$ cat src/rtl/decoder_onehot_seq.sv
// Registered SEL_W-to-2^SEL_W one-hot decoder with valid/ready input and latch, pulse and scan modes.
// Latency: 1 cycle from accepting edge to out; in_ready is registered and low while pulsing or scanning.
module decoder_onehot_seq #(
  parameter int SEL_W     = 3,
  parameter int PULSE_LEN = 4,
  parameter int CNT_W     = 8
) (
  input  logic                    clk,
  input  logic                    rst_n,
  input  logic                    en,
  input  logic [1:0]              mode,
  input  logic [SEL_W-1:0]        sel,
  input  logic                    in_valid,
  output logic                    in_ready,
  output logic [(1<<SEL_W)-1:0]   out,
  output logic [SEL_W-1:0]        out_idx,
  output logic                    out_active
);

  localparam int OUT_W = 1 << SEL_W;
  localparam logic [CNT_W-1:0] CNT_LOAD = CNT_W'(PULSE_LEN - 1);

  typedef enum logic [1:0] {IDLE, HOLD, PULSE, SCAN} state_t;

  state_t            state, state_nxt;
  logic [CNT_W-1:0]  cnt, cnt_nxt;
  logic [SEL_W-1:0]  idx_nxt;
  logic              active_nxt;
  logic [OUT_W-1:0]  out_nxt;
  logic              ready_nxt;
  logic              mode_scan, mode_pulse, accept;

  assign mode_scan  = (mode == 2'b10);
  assign mode_pulse = (mode == 2'b01);
  assign accept     = in_valid && in_ready;

  always_comb begin
    state_nxt  = state;
    cnt_nxt    = cnt;
    idx_nxt    = out_idx;
    active_nxt = out_active;
    if (!en) begin
      state_nxt  = IDLE;
      cnt_nxt    = '0;
      idx_nxt    = '0;
      active_nxt = 1'b0;
    end else begin
      case (state)
        IDLE, HOLD: begin
          // Scan entry wins over a pending request: sel is ignored in scan mode.
          if (mode_scan) begin
            state_nxt  = SCAN;
            cnt_nxt    = CNT_LOAD;
            idx_nxt    = '0;
            active_nxt = 1'b1;
          end else if (accept) begin
            idx_nxt    = sel;
            active_nxt = 1'b1;
            if (mode_pulse) begin
              state_nxt = PULSE;
              cnt_nxt   = CNT_LOAD;
            end else begin
              state_nxt = HOLD;
            end
          end
        end
        PULSE: begin
          if (cnt == '0) begin
            state_nxt  = IDLE;
            idx_nxt    = '0;
            active_nxt = 1'b0;
          end else begin
            cnt_nxt = cnt - 1'b1;
          end
        end
        SCAN: begin
          if (!mode_scan) begin
            state_nxt  = IDLE;
            cnt_nxt    = '0;
            idx_nxt    = '0;
            active_nxt = 1'b0;
          end else if (cnt == '0) begin
            idx_nxt = out_idx + 1'b1;
            cnt_nxt = CNT_LOAD;
          end else begin
            cnt_nxt = cnt - 1'b1;
          end
        end
        default: begin
          state_nxt  = IDLE;
          cnt_nxt    = '0;
          idx_nxt    = '0;
          active_nxt = 1'b0;
        end
      endcase
    end
    out_nxt   = active_nxt ? (OUT_W'(1) << idx_nxt) : '0;
    ready_nxt = en && !mode_scan && ((state_nxt == IDLE) || (state_nxt == HOLD));
  end

  always_ff @(posedge clk or negedge rst_n) begin
    if (!rst_n) begin
      state      <= IDLE;
      cnt        <= '0;
      out        <= '0;
      out_idx    <= '0;
      out_active <= 1'b0;
      in_ready   <= 1'b0;
    end else begin
      state      <= state_nxt;
      cnt        <= cnt_nxt;
      out        <= out_nxt;
      out_idx    <= idx_nxt;
      out_active <= active_nxt;
      in_ready   <= ready_nxt;
    end
  end

endmodule

$ cat config.mk
export PLATFORM = sky130hd
export DESIGN_NAME = decoder_onehot_seq
export DESIGN_NICKNAME = d
export VERILOG_FILES = /design/src/rtl/decoder_onehot_seq.sv
export SDC_FILE = /design/constraint.sdc
export NUM_CORES = 1
export LEC_CHECK = 0
export CAP_MARGIN = 25
export CORE_UTILIZATION = 30
export DETAILED_ROUTE_END_ITERATION = 16
export PLACE_DENSITY_LB_ADDON = 0.12
export SLEW_MARGIN = 20
export SYNTH_ARGS = -nofsm -noshare
export SYNTH_HDL_FRONTEND = slang
export SYNTH_SLANG_ARGS = --single-unit
$ cat constraint.sdc
create_clock -name clk -period 4.82 [get_ports clk]
set_clock_uncertainty 0.15 [all_clocks]
set_input_delay 0.964 -clock clk [delete_from_list [all_inputs] [get_ports clk]]
set_output_delay 0.964 -clock clk [all_outputs]
set_load 0.01 [all_outputs]
Word-level counts from Yosys, hierarchy flattened
Index checks and enable logic that the tools add are counted.
{ "word_totals": {"output_inout_bits": 13, "in_bits": 9, "ff_bits": 23, "elab_cells": 57} }
{ "op_classes": {"n_reduce_logical": 10, "shifts": 1, "n_addsub": 2, "mux": 29, "n_eq_ne": 9} }
{ "op_table": {"columns": ["op", "n"], "rows": [
  ["$mux 8", 8],
  ["$pmux 8 s3", 1],
  ["$mux 3", 6],
  ["$mux 2", 6],
  ["$pmux 3 s3", 1],
  ["$logic_not 8->1", 1],
  ["$ne 4x4->1 const B", 2],
  ["$shl 1x3->8 const A", 1],
  ["$sub 8x1->8 const B", 1],
  ["$eq 2x1->1 const B", 3],
  ["$eq 2x2->1 const B", 3],
  ["$pmux 2 s3", 1],
  ["$mux 1", 5],
  ["$logic_not 2->1", 2],
  ["$add 3x1->3 const B", 1],
  ["$logic_and 1x1->1", 3],
  ["$ne 3x3->1 const B", 1],
  ["$pmux 1 s3", 1],
  ["$reduce_and 3->1", 1],
  ["$reduce_or 2->1", 1],
  ["$logic_not 1->1", 1],
  ["$logic_or 1x1->1", 1]
]} }

Depth between registers and ports, before layout
Gate-level depths: netlist of run 1.
{ "depth": {"ltp_word": 9, "depth_mapped": 11} }

Worst setup path before layout of run 1
No wires, ideal clock.
{ "synth_timing": {"path_type": "register -> register", "from": "register cnt[0]", "to": "register out[0]", "path_slack_ps": 2317, "period_less_slack_ps": 2503, "arrival_time_ps": 2280, "setup_ps": 73, "required_time_ps": 4597, "stages_incl_launch_ff": 12, "path_buffers": 0, "cell_sequence": "dfrtp_1 > inv_1 > ha_1 > or4b_4 > nor2_1 > inv_1 > ha_1 > inv_1 > a31oi_1 > o22ai_1 > or2_2 > nor2_1"} }
{ "synth_via": {"elab_chain_len": 7} }
{ "synth_lines": {"columns": ["element", "line_no", "text"], "rows": [
  ["start, declared", "26", "logic [CNT_W-1:0] cnt, cnt_nxt;"],
  ["start signal, assigned", "111", "cnt <= cnt_nxt;"],
  ["$logic_not 8->1 *", "68, 82", null],
  ["$mux 3", "82", "end else if (cnt == '0) begin"],
  ["$mux 3", "77", "if (!mode_scan) begin"],
  ["$pmux 3 s3 *", "48", "case (state)"],
  ["$mux 3 *", "42", "if (!en) begin"],
  ["named net idx_nxt[0]", "27", "logic [SEL_W-1:0] idx_nxt;"],
  ["$shl 1x3->8 *", "97", "out_nxt = active_nxt ? (OUT_W'(1) << idx_nxt) : '0;"],
  ["$mux 8 *", "97", null],
  ["named net out_nxt[0]", "29", "logic [OUT_W-1:0] out_nxt;"],
  ["end signal, assigned", "112", "out <= out_nxt;"],
  ["end, declared", "15", "output logic [(1<<SEL_W)-1:0] out,"]
]} }
The timed path passes the listed nets; every way through them passes the cells marked *.
A chain may end at the register's enable or synchronous reset.

Final worst setup path of run 1
{ "layout_timing": {"from": "register cnt[0]", "to": "register out[4]"} }
Same word-level chain as after synthesis.

==> impl_metrics.tcl, run 1 <==
set metrics [dict create \
    totalNegativeSetupSlack_ps 0 \
    cts_tree "built" \
    power_density_nw_per_um2 342 \
    cts_post_setup_buffers_inserted 0 \
    start_kind "register" \
    final-hold-violation-count 0 \
    finalWorstPathRequiredPeriod_ps 2950 \
    finalSetupViolations 0 \
    simple_gate_portion_of_the_synthesized_area_pct 29.6 \
    critical_path_peak_fanout 6 \
    std_cell_core_area_um2 4030 \
    crit_path_top_delay_cell "sky130_fd_sc_hd__or4b_4" \
    timing.critical_path.cells "inv_1, ha_1, or4b_4, nor2_1, inv_1, ha_1, inv_1, a31oi_1, o22ai_1, or2_2, nor2_1" \
    synth-warning-count 0 \
    synth_top_family_by_area "simple AND/OR/NAND/NOR gates" \
    net_count_after_synthesis 146 \
    antenna_found_initial 0 \
    overflow 0 \
    avgRoutedWirePerCell_um 15.0 \
    postCtsResizedCells 0 \
    netlist_instances 134 \
    floorplan.die.width_um 67.1 \
    insertion_delay_ps 260 \
    edff_count_synth 0 \
    synthesis.area_um2 1270 \
    synth_xor_xnor_area_share_pct 2.07 \
    dr_wl_met3_um 117 \
    element_type_at_the_critical_path_end "register" \
    die_h_um 67.1 \
    cts-root-to-sink-buffers 2 \
    layout-drive-gt1-share_pct 7.64 \
    worst_slack_ps 1870 \
    rows 23 \
    worst_hold_path_type "reg2reg" \
    buffer_ports.inserted 21 \
    synth_mux_area_share_pct 2.56 \
    route.final.wire_length_mm 3.10 \
    vdd_drop_max_v 0.000167 \
    met2WireLength_mm 1.36 \
    dp_hpwl_mm 2.27 \
    worst_ep_arrival_time_ps 2990 \
    multi_input_comb_area_um2 662 \
    drv_slew 0 \
    cpPeakStageDelay_ps 520 \
    wirelength_met1_mm 1.56 \
    floorplan.initialDensity_pct 31.6 \
    number_of_global_route_vias_before_repair 1076 \
    die_area_um2 4500 \
    n_fill_cell 410 \
    outcome "completed" \
    maxSlewHeadroom_pct 53.6 \
    flow.area_growth_from_synthesis_pct 26.4 \
    critical-path-top-cell-by-count "sky130_fd_sc_hd__inv_1" \
    ys_seq_area_share_pct 45.3 \
    achievable-frequency_mhz 339 \
    pre_cts_worst_setup_slack_ps 1710 \
    period_share_pct 61.2 \
    detail-route-antenna-nets 0 \
    drc 0 \
    worstMarginPinSlew_ps 691 \
    global_route_wire_length_before_repair_mm 5.24 \
    syn_avg_cell_area_um2 9.49 \
    synth_cell_type_count 45 \
    main_synth_ff_type "sky130_fd_sc_hd__dfrtp_1" \
    cts_hold_buffers_added 0 \
    worstSetupPathType "reg2reg" \
    cap_viol_max_count 0 \
    postSynthRegisterBits 23 \
    drt_iter0_markers 37 \
    layout.area.seq_um2 576 \
    compound_gate_fraction_of_synth_area_pct 14.1 \
    cts.sink_count 23 \
    highest-signal-layer "met4" \
    cts_buffers 3 \
    floorplan.io_pins 22 \
    grt_util_all_layers_pct 15.7 \
    synth_async_sr_flop_share_pct 100 \
    ctsRootBufferMaster "sky130_fd_sc_hd__clkbuf_8" \
    synth-adder-area-share_pct 3.74 \
    count_of_h_tree_levels_built_during_cts 1 \
    clk_pin_slew_ps 90 \
    grt_start_max_net_pins 17 \
    detail_route.first_pass.iterations 4 \
    layout_commonest_cell "sky130_fd_sc_hd__dfrtp_1" \
    route.vias.total 1075 \
    worstPathRequired_ps 4860 \
    post_drt_via_cell_ratio 5.19 \
    ant_diodes 0 \
    rsz0062_at_grt "false" \
    layout.nets 170 \
    most-common-layout-cells "sky130_fd_sc_hd__dfrtp_1 (23), sky130_fd_sc_hd__clkdlybuf4s50_1 (21), sky130_fd_sc_hd__nor2_1 (15)" \
    leakagePower_nw 0.694 \
    place.gp.congestion 0.860 \
]
-- per-stage QoR --
stage / power, mW / hold slack [ps] / cells / cell area (µm²) / util, %
floorplan: 0.364 / 371 / 134 / 1270 / -
CTS: 0.556 / 427 / 207 / 1610 / 39.9
global route: 0.590 / 460 / 207 / 1610 / 39.9
global placement: 0.426 / 413 / 202 / 1530 / 38.0
detailed placement: 0.430 / 417 / 203 / 1560 / 38.7
finish: 0.549 / 432 / 207 / 1610 / 39.9
-- cells in the mapped netlist, drive strengths merged, types with 3 or more instances --
cell | instances | area (µm²)
nor2b | 4 | 25.0
nand2b | 4 | 25.0
or3 | 3 | 18.8
nor2 | 15 | 56.3
dfrtp | 23 | 576
o21ai | 6 | 30.0
ha | 3 | 37.5
a22o | 3 | 26.3
clkbuf | 3 | 11.3
nand3 | 4 | 20.0
xor2 | 3 | 26.3
a21oi | 4 | 20.0
nand2 | 13 | 48.8
nand4 | 3 | 18.8
inv | 6 | 22.5
-- sequential cells by signal, summed over array words and instances, names as in the netlist --
signal      flops
cnt             8
out             8
out_idx         3
state           2
in_ready        1
out_active      1
-- area by class of cell --
type,count,area share [%]
Tap cell,50,3.89
Multi-Input combinational cell,102,41.2
Sequential cell,23,35.8
Inverter,6,1.40
Timing Repair Buffer,22,14.8
Clock buffer,3,2.57
Clock inverter,1,0.312
-- worst paths after layout --
path	to	slack, ps	startpoint	depth (start not counted)
worst max-delay path	out[4]	1870	cnt[0]	11
worst min-delay path	cnt[5]	430	cnt[5]	1
worst max register to register	out[4]	1870	cnt[0]	11
worst min register to register	cnt[5]	430	cnt[5]	1
max in group asynchronous	out[2]	3200	rst_n	2
min in group asynchronous	state[0]	870	rst_n	1
-- power breakdown --
group | total (mW) | switching [mW] | leakage, nW | internal (mW)
sequential | 0.244 | 0.0296 | 0.311 | 0.214
combinational | 0.184 | 0.100 | 0.358 | 0.0840
clock | 0.121 | 0.0636 | 0.0255 | 0.0576
total | 0.549 | 0.194 | 0.694 | 0.356
-- worst max-delay path: cells and delay by family, from the launching register on --
kind	cells	cell delay [ps]
AOI/OAI and AO/OA	2	390
adders and majority gates	2	480
buffers and inverters	3	200
DFF	1	430
and+or+nand+nor	4	1220
-- routing by layer --
layer | track usage (%) | vias up
met3 | 3.42 | 6
li1 | - | 533
met1 | 22.8 | 511
met2 | 22.6 | 25
met5 | 0 | -
met4 | 4.79 | 0
-- logic make-up after synthesis --
group,after synthesis
AO/OA/AOI/OAI,26
XOR/XNOR,3
adder cells (fa/ha/maj),4
buffers and inverters,9
flip-flops,23
multiplexers,3
AND/OR/NAND/NOR,66
(Power assumes the default switching activity.)
==> run 2: changes to the inputs <==
clock period = 2.7 ns   (was 4.82 ns; I/O delays follow)
==> impl_metrics.tcl, run 2 (same netlist as run 1, synthesis figures left out) <==
set metrics [dict create \
    clk_pin_slew_ps 90 \
    cts-root-to-sink-buffers 2 \
    worstSetupPathType "reg2reg" \
    final-hold-violation-count 0 \
    dp_hpwl_mm 2.45 \
    layout-drive-gt1-share_pct 16.6 \
    global_route_wire_length_before_repair_mm 5.60 \
    floorplan.io_pins 22 \
    antenna_found_initial 0 \
    floorplan.initialDensity_pct 31.6 \
    flow.area_growth_from_synthesis_pct 34.0 \
    design_power_total_mw 1.06 \
    grt_start_max_net_pins 24 \
    worstMarginPinSlew_ps 685 \
    detail-route-antenna-nets 0 \
    ctsRootBufferMaster "sky130_fd_sc_hd__clkbuf_8" \
    avgRoutedWirePerCell_um 15.4 \
    highest-signal-layer "met4" \
    post-place-cells 213 \
    die_area_um2 4500 \
    totalNegativeSetupSlack_ps 0 \
    most-common-layout-cells "sky130_fd_sc_hd__dfrtp_1 (23), sky130_fd_sc_hd__clkdlybuf4s50_1 (21), sky130_fd_sc_hd__nor2_1 (14)" \
    vdd_drop_max_v 0.000263 \
    count_of_h_tree_levels_built_during_cts 1 \
    finalWorstPathRequiredPeriod_ps 2580 \
    cts.sink_count 23 \
    overflow 0 \
    period_share_pct 95.7 \
    critical_path_peak_fanout 6 \
    element_type_at_the_critical_path_end "register" \
    power_density_nw_per_um2 625 \
    cap_viol_max_count 0 \
    buffer_ports.inserted 21 \
    drv_slew 0 \
    worstPathRequired_ps 2750 \
    cts_buffers 3 \
    outcome "completed" \
    std_cell_core_area_um2 4030 \
    wirelength_met1_mm 1.54 \
    rows 23 \
    finalSetupViolations 0 \
    drt_iter0_markers 29 \
    place.gp.congestion 0.751 \
    post_drt_via_cell_ratio 5.23 \
    drc 0 \
    largest_registers "cnt (8), out (8), out_idx (3)" \
    route.vias.total 1146 \
    grt_util_all_layers_pct 17.2 \
    floorplan.die.width_um 67.1 \
    detail_route.first_pass.iterations 4 \
    cts_tree "built" \
    start_kind "register" \
    die_h_um 67.1 \
    met2WireLength_mm 1.73 \
    route.final.wire_length_mm 3.38 \
    worst_ep_arrival_time_ps 2640 \
    final_cells 219 \
    ant_diodes 0 \
    insertion_delay_ps 260 \
    achievable-frequency_mhz 387 \
    leakagePower_nw 0.748 \
    n_fill_cell 409 \
    number_of_global_route_vias_before_repair 1179 \
    layout_commonest_cell "sky130_fd_sc_hd__dfrtp_1" \
    worst_hold_path_type "reg2reg" \
    layout.nets 182 \
    maxSlewHeadroom_pct 53.7 \
    dr_wl_met3_um 74 \
]
## run 2: stage by stage
stage / hold slack (ps) / setup WS, ps / util (%) / area [µm²]
2_1_floorplan: 94.4 / 197 / - / 1270
3_3_place_gp: 398 / 129 / 40.1 / 1620
3_5_place_dp: 419 / -0.105 / 40.1 / 1620
4_1_cts: 444 / 3.30 / 41.5 / 1670
5_1_grt: 504 / -16.4 / 42.3 / 1700
6_report: 456 / 115 / 42.3 / 1700
## run 2: area by class of cell
type / count / area [µm²] / share of cell area [%]
Clock buffer: 3 / 41.3 / 2.42
Timing Repair Buffer: 34 / 308 / 18.1
Sequential cell: 23 / 576 / 33.8
Inverter: 6 / 22.5 / 1.32
Clock inverter: 1 / 5.00 / 0.294
Tap cell: 50 / 62.6 / 3.67
Multi-Input combinational cell: 102 / 688 / 40.4
## run 2: path summary, 6_finish.rpt
| path | from | endpoint | slack, ps | cells past startpoint |
|---|---|---|---|---|
| min | cnt[5] | cnt[5] | 460 | 1 |
| min in group asynchronous | rst_n | cnt[7] | 470 | 2 |
| max | cnt[1] | out[0] | 120 | 11 |
| min reg2reg | cnt[5] | cnt[5] | 460 | 1 |
| max reg2reg | cnt[1] | out[0] | 120 | 11 |
| max in group asynchronous | rst_n | cnt[4] | 1690 | 2 |
## run 2: per-layer routing
layer	vias up	track usage, %
met5	-	0
met4	0	5.85
met3	4	3.42
met2	17	29.8
met1	573	20.7
li1	552	-
## run 2: critical path: stages, from the launching register on
cell                      delay (ps)
sky130_fd_sc_hd__dfrtp_1         430
sky130_fd_sc_hd__inv_2            90
sky130_fd_sc_hd__ha_4            140
sky130_fd_sc_hd__or4b_4          490
sky130_fd_sc_hd__nor2_4          110
sky130_fd_sc_hd__inv_1            50
sky130_fd_sc_hd__ha_1            260
sky130_fd_sc_hd__inv_1            30
sky130_fd_sc_hd__a31oi_1         190
sky130_fd_sc_hd__o22ai_2         150
sky130_fd_sc_hd__or2_2           320
sky130_fd_sc_hd__nor2_1          100
## run 2: timing repair
action                     4_1_cts  5_1_grt
pin swaps                        0        2
hold buffers                     0        0
setup endpoints to repair        2        5
gates resized for setup          2        4
setup buffers                    0        2
gates cloned                     0        0
## run 2: power by group
| part | internal, mW | total (mW) | leakage [nW] | switching (mW) |
|---|---|---|---|---|
| combinational | 0.202 | 0.408 | 0.411 | 0.205 |
| clock | 0.103 | 0.221 | 0.0255 | 0.118 |
| sequential | 0.383 | 0.436 | 0.311 | 0.0535 |
==> run 3: changes to the inputs <==
SETUP_SLACK_MARGIN = 0.02   (was default)
==> impl_metrics.tcl, run 3 (same netlist as run 1, synthesis figures left out) <==
set metrics [dict create \
    clk_pin_slew_ps 90 \
    most-common-layout-cells "sky130_fd_sc_hd__dfrtp_1 (23), sky130_fd_sc_hd__clkdlybuf4s50_1 (21), sky130_fd_sc_hd__nor2_1 (14)" \
    cts_hold_buffers_added 0 \
    place.gp.congestion 0.751 \
    maxSlewHeadroom_pct 53.6 \
    r2r_slack_ps 170 \
    flow.area_growth_from_synthesis_pct 34.2 \
    drt_iter0_markers 22 \
    route.final.wire_length_mm 3.37 \
    power.switching_mw 0.378 \
    portion_of_total_power_attributed_to_combinational_logic_pct 38.2 \
    element_type_at_the_critical_path_end "register" \
    outcome "completed" \
    start_kind "register" \
    number_of_global_route_vias_before_repair 1179 \
    internal_power_mw 0.689 \
    detail_route.first_pass.iterations 4 \
    power_density_nw_per_um2 626 \
    grt_start_max_net_pins 24 \
    worstSetupPathType "reg2reg" \
    worst_ep_arrival_time_ps 2590 \
    reg2reg_to "out[0]" \
    die_h_um 67.1 \
    worstReg2RegStart "cnt[1]" \
    cts_buffers 3 \
    grt_util_all_layers_pct 17.2 \
    avgRoutedWirePerCell_um 15.4 \
    leakagePower_nw 0.747 \
    ant_diodes 0 \
    post_drt_via_cell_ratio 5.25 \
    floorplan.io_pins 22 \
    layout_commonest_cell "sky130_fd_sc_hd__dfrtp_1" \
    cts-root-to-sink-buffers 2 \
    rsz0062_at_grt "false" \
    achievable-frequency_mhz 395 \
    sw_frac_of_total_pct 35.4 \
    overflow 0 \
    largest_registers "cnt (8), out (8), out_idx (3)" \
    worstRegToRegCells 11 \
    count_of_h_tree_levels_built_during_cts 1 \
    cts.sink_count 23 \
    vdd_drop_max_v 0.000263 \
    layout.nets 182 \
    floorplan.initialDensity_pct 31.6 \
    global_route_wire_length_before_repair_mm 5.60 \
    worstMarginPinSlew_ps 686 \
    startpoint "cnt[1]" \
    detail-route-antenna-nets 0 \
    die_area_um2 4500 \
    std_cell_core_area_um2 4030 \
    floorplan.die.width_um 67.1 \
    route.vias.total 1149 \
    drc 0 \
    crit_path_end "out[0]" \
    share_seq_of_total_power_pct 40.9 \
    insertion_delay_ps 270 \
    critical_path_peak_fanout 6 \
    buffer_ports.inserted 21 \
    dpl_cell_area_um2 1620 \
    totalNegativeSetupSlack_ps 0 \
    postLayoutCellArea_um2 1710 \
    worstPathRequired_ps 2750 \
    design_power_total_mw 1.07 \
    drv_slew 0 \
    dp_hpwl_mm 2.45 \
    finalWorstPathRequiredPeriod_ps 2530 \
    final_util_pct 42.3 \
    cts_tree "built" \
    cap_viol_max_count 0 \
    finalSetupViolations 0 \
    period_share_pct 93.9 \
    ctsRootBufferMaster "sky130_fd_sc_hd__clkbuf_8" \
    worst_hold_path_type "reg2reg" \
    antenna_found_initial 0 \
    final-hold-violation-count 0 \
    clkPwrFrac_pct 20.9 \
    rows 23 \
    layout-drive-gt1-share_pct 16.6 \
]
## run 3: cell counts in the layout (fill, tap and decap cells not counted)
No cell type changed its count.
## run 3: routing by layer
| metal | share of wire (%) | GRT usage, % | up-vias |
|---|---|---|---|
| met5 | 0 | 0 | - |
| met1 | 46 | 20.7 | 576 |
| li1 | - | - | 553 |
| met3 | 2.1 | 3.42 | 4 |
| met2 | 51 | 29.8 | 16 |
| met4 | 0.86 | 5.85 | 0 |
## run 3: timing repair
item,CTS,global route
gates resized for setup,3,4
endpoints found under the setup margin,3,5
pin swaps,1,2
buffers inserted,0,2
## run 3: how the worst min path moves through the flow
stage	from	to	slack, ps	cells past startpoint
final	cnt[6]	cnt[6]	450	2
after global routing	cnt[6]	cnt[6]	500	2
after CTS	cnt[1]	cnt[1]	440	1
after detailed placement	cnt[1]	cnt[1]	420	1
after global placement	cnt[1]	cnt[1]	400	1
after floorplan	rst_n	cnt[0]	90	0
## run 3: area by class of cell
cell class                      instances  area [µm²]
Multi-Input combinational cell        102         691
Clock inverter                          1        5.00
Sequential cell                        23         576
Inverter                                6        22.5
Fill cell                             409        2320
Clock buffer                            3        41.3
Timing Repair Buffer                   34         308
Tap cell                               50        62.6
## run 3: power by group through the flow
stage / Combinational (mW) / Clock, mW / Sequential (mW)
floorplan: 0.219 / 0 / 0.430
global placement: 0.366 / 0 / 0.438
detailed placement: 0.372 / 0 / 0.441
CTS: 0.382 / 0.228 / 0.435
global route: 0.452 / 0.243 / 0.442
finish: 0.408 / 0.223 / 0.436
## run 3: critical path, cell delays in order (launching register included)
cell and delay [ps]:
sky130_fd_sc_hd__dfrtp_1 440, sky130_fd_sc_hd__inv_2 90, sky130_fd_sc_hd__ha_4 140, sky130_fd_sc_hd__or4b_4 490, sky130_fd_sc_hd__nor2_4 110, sky130_fd_sc_hd__inv_1 50
sky130_fd_sc_hd__ha_1 260, sky130_fd_sc_hd__inv_1 30, sky130_fd_sc_hd__a31oi_1 190, sky130_fd_sc_hd__o22ai_2 150, sky130_fd_sc_hd__or2_4 270, sky130_fd_sc_hd__nor2_1 90
## run 3: through the flow
| stage | hold slack, ps | instances | setup slack [ps] |
|---|---|---|---|
| 3_5_place_dp | 419 | 213 | -0.105 |
| 3_3_place_gp | 398 | 213 | 129 |
| 4_1_cts | 444 | 217 | 20.9 |
| 5_1_grt | 504 | 219 | 19.1 |
| 6_report | 454 | 219 | 166 |
| 2_1_floorplan | 94.4 | 134 | 197 |
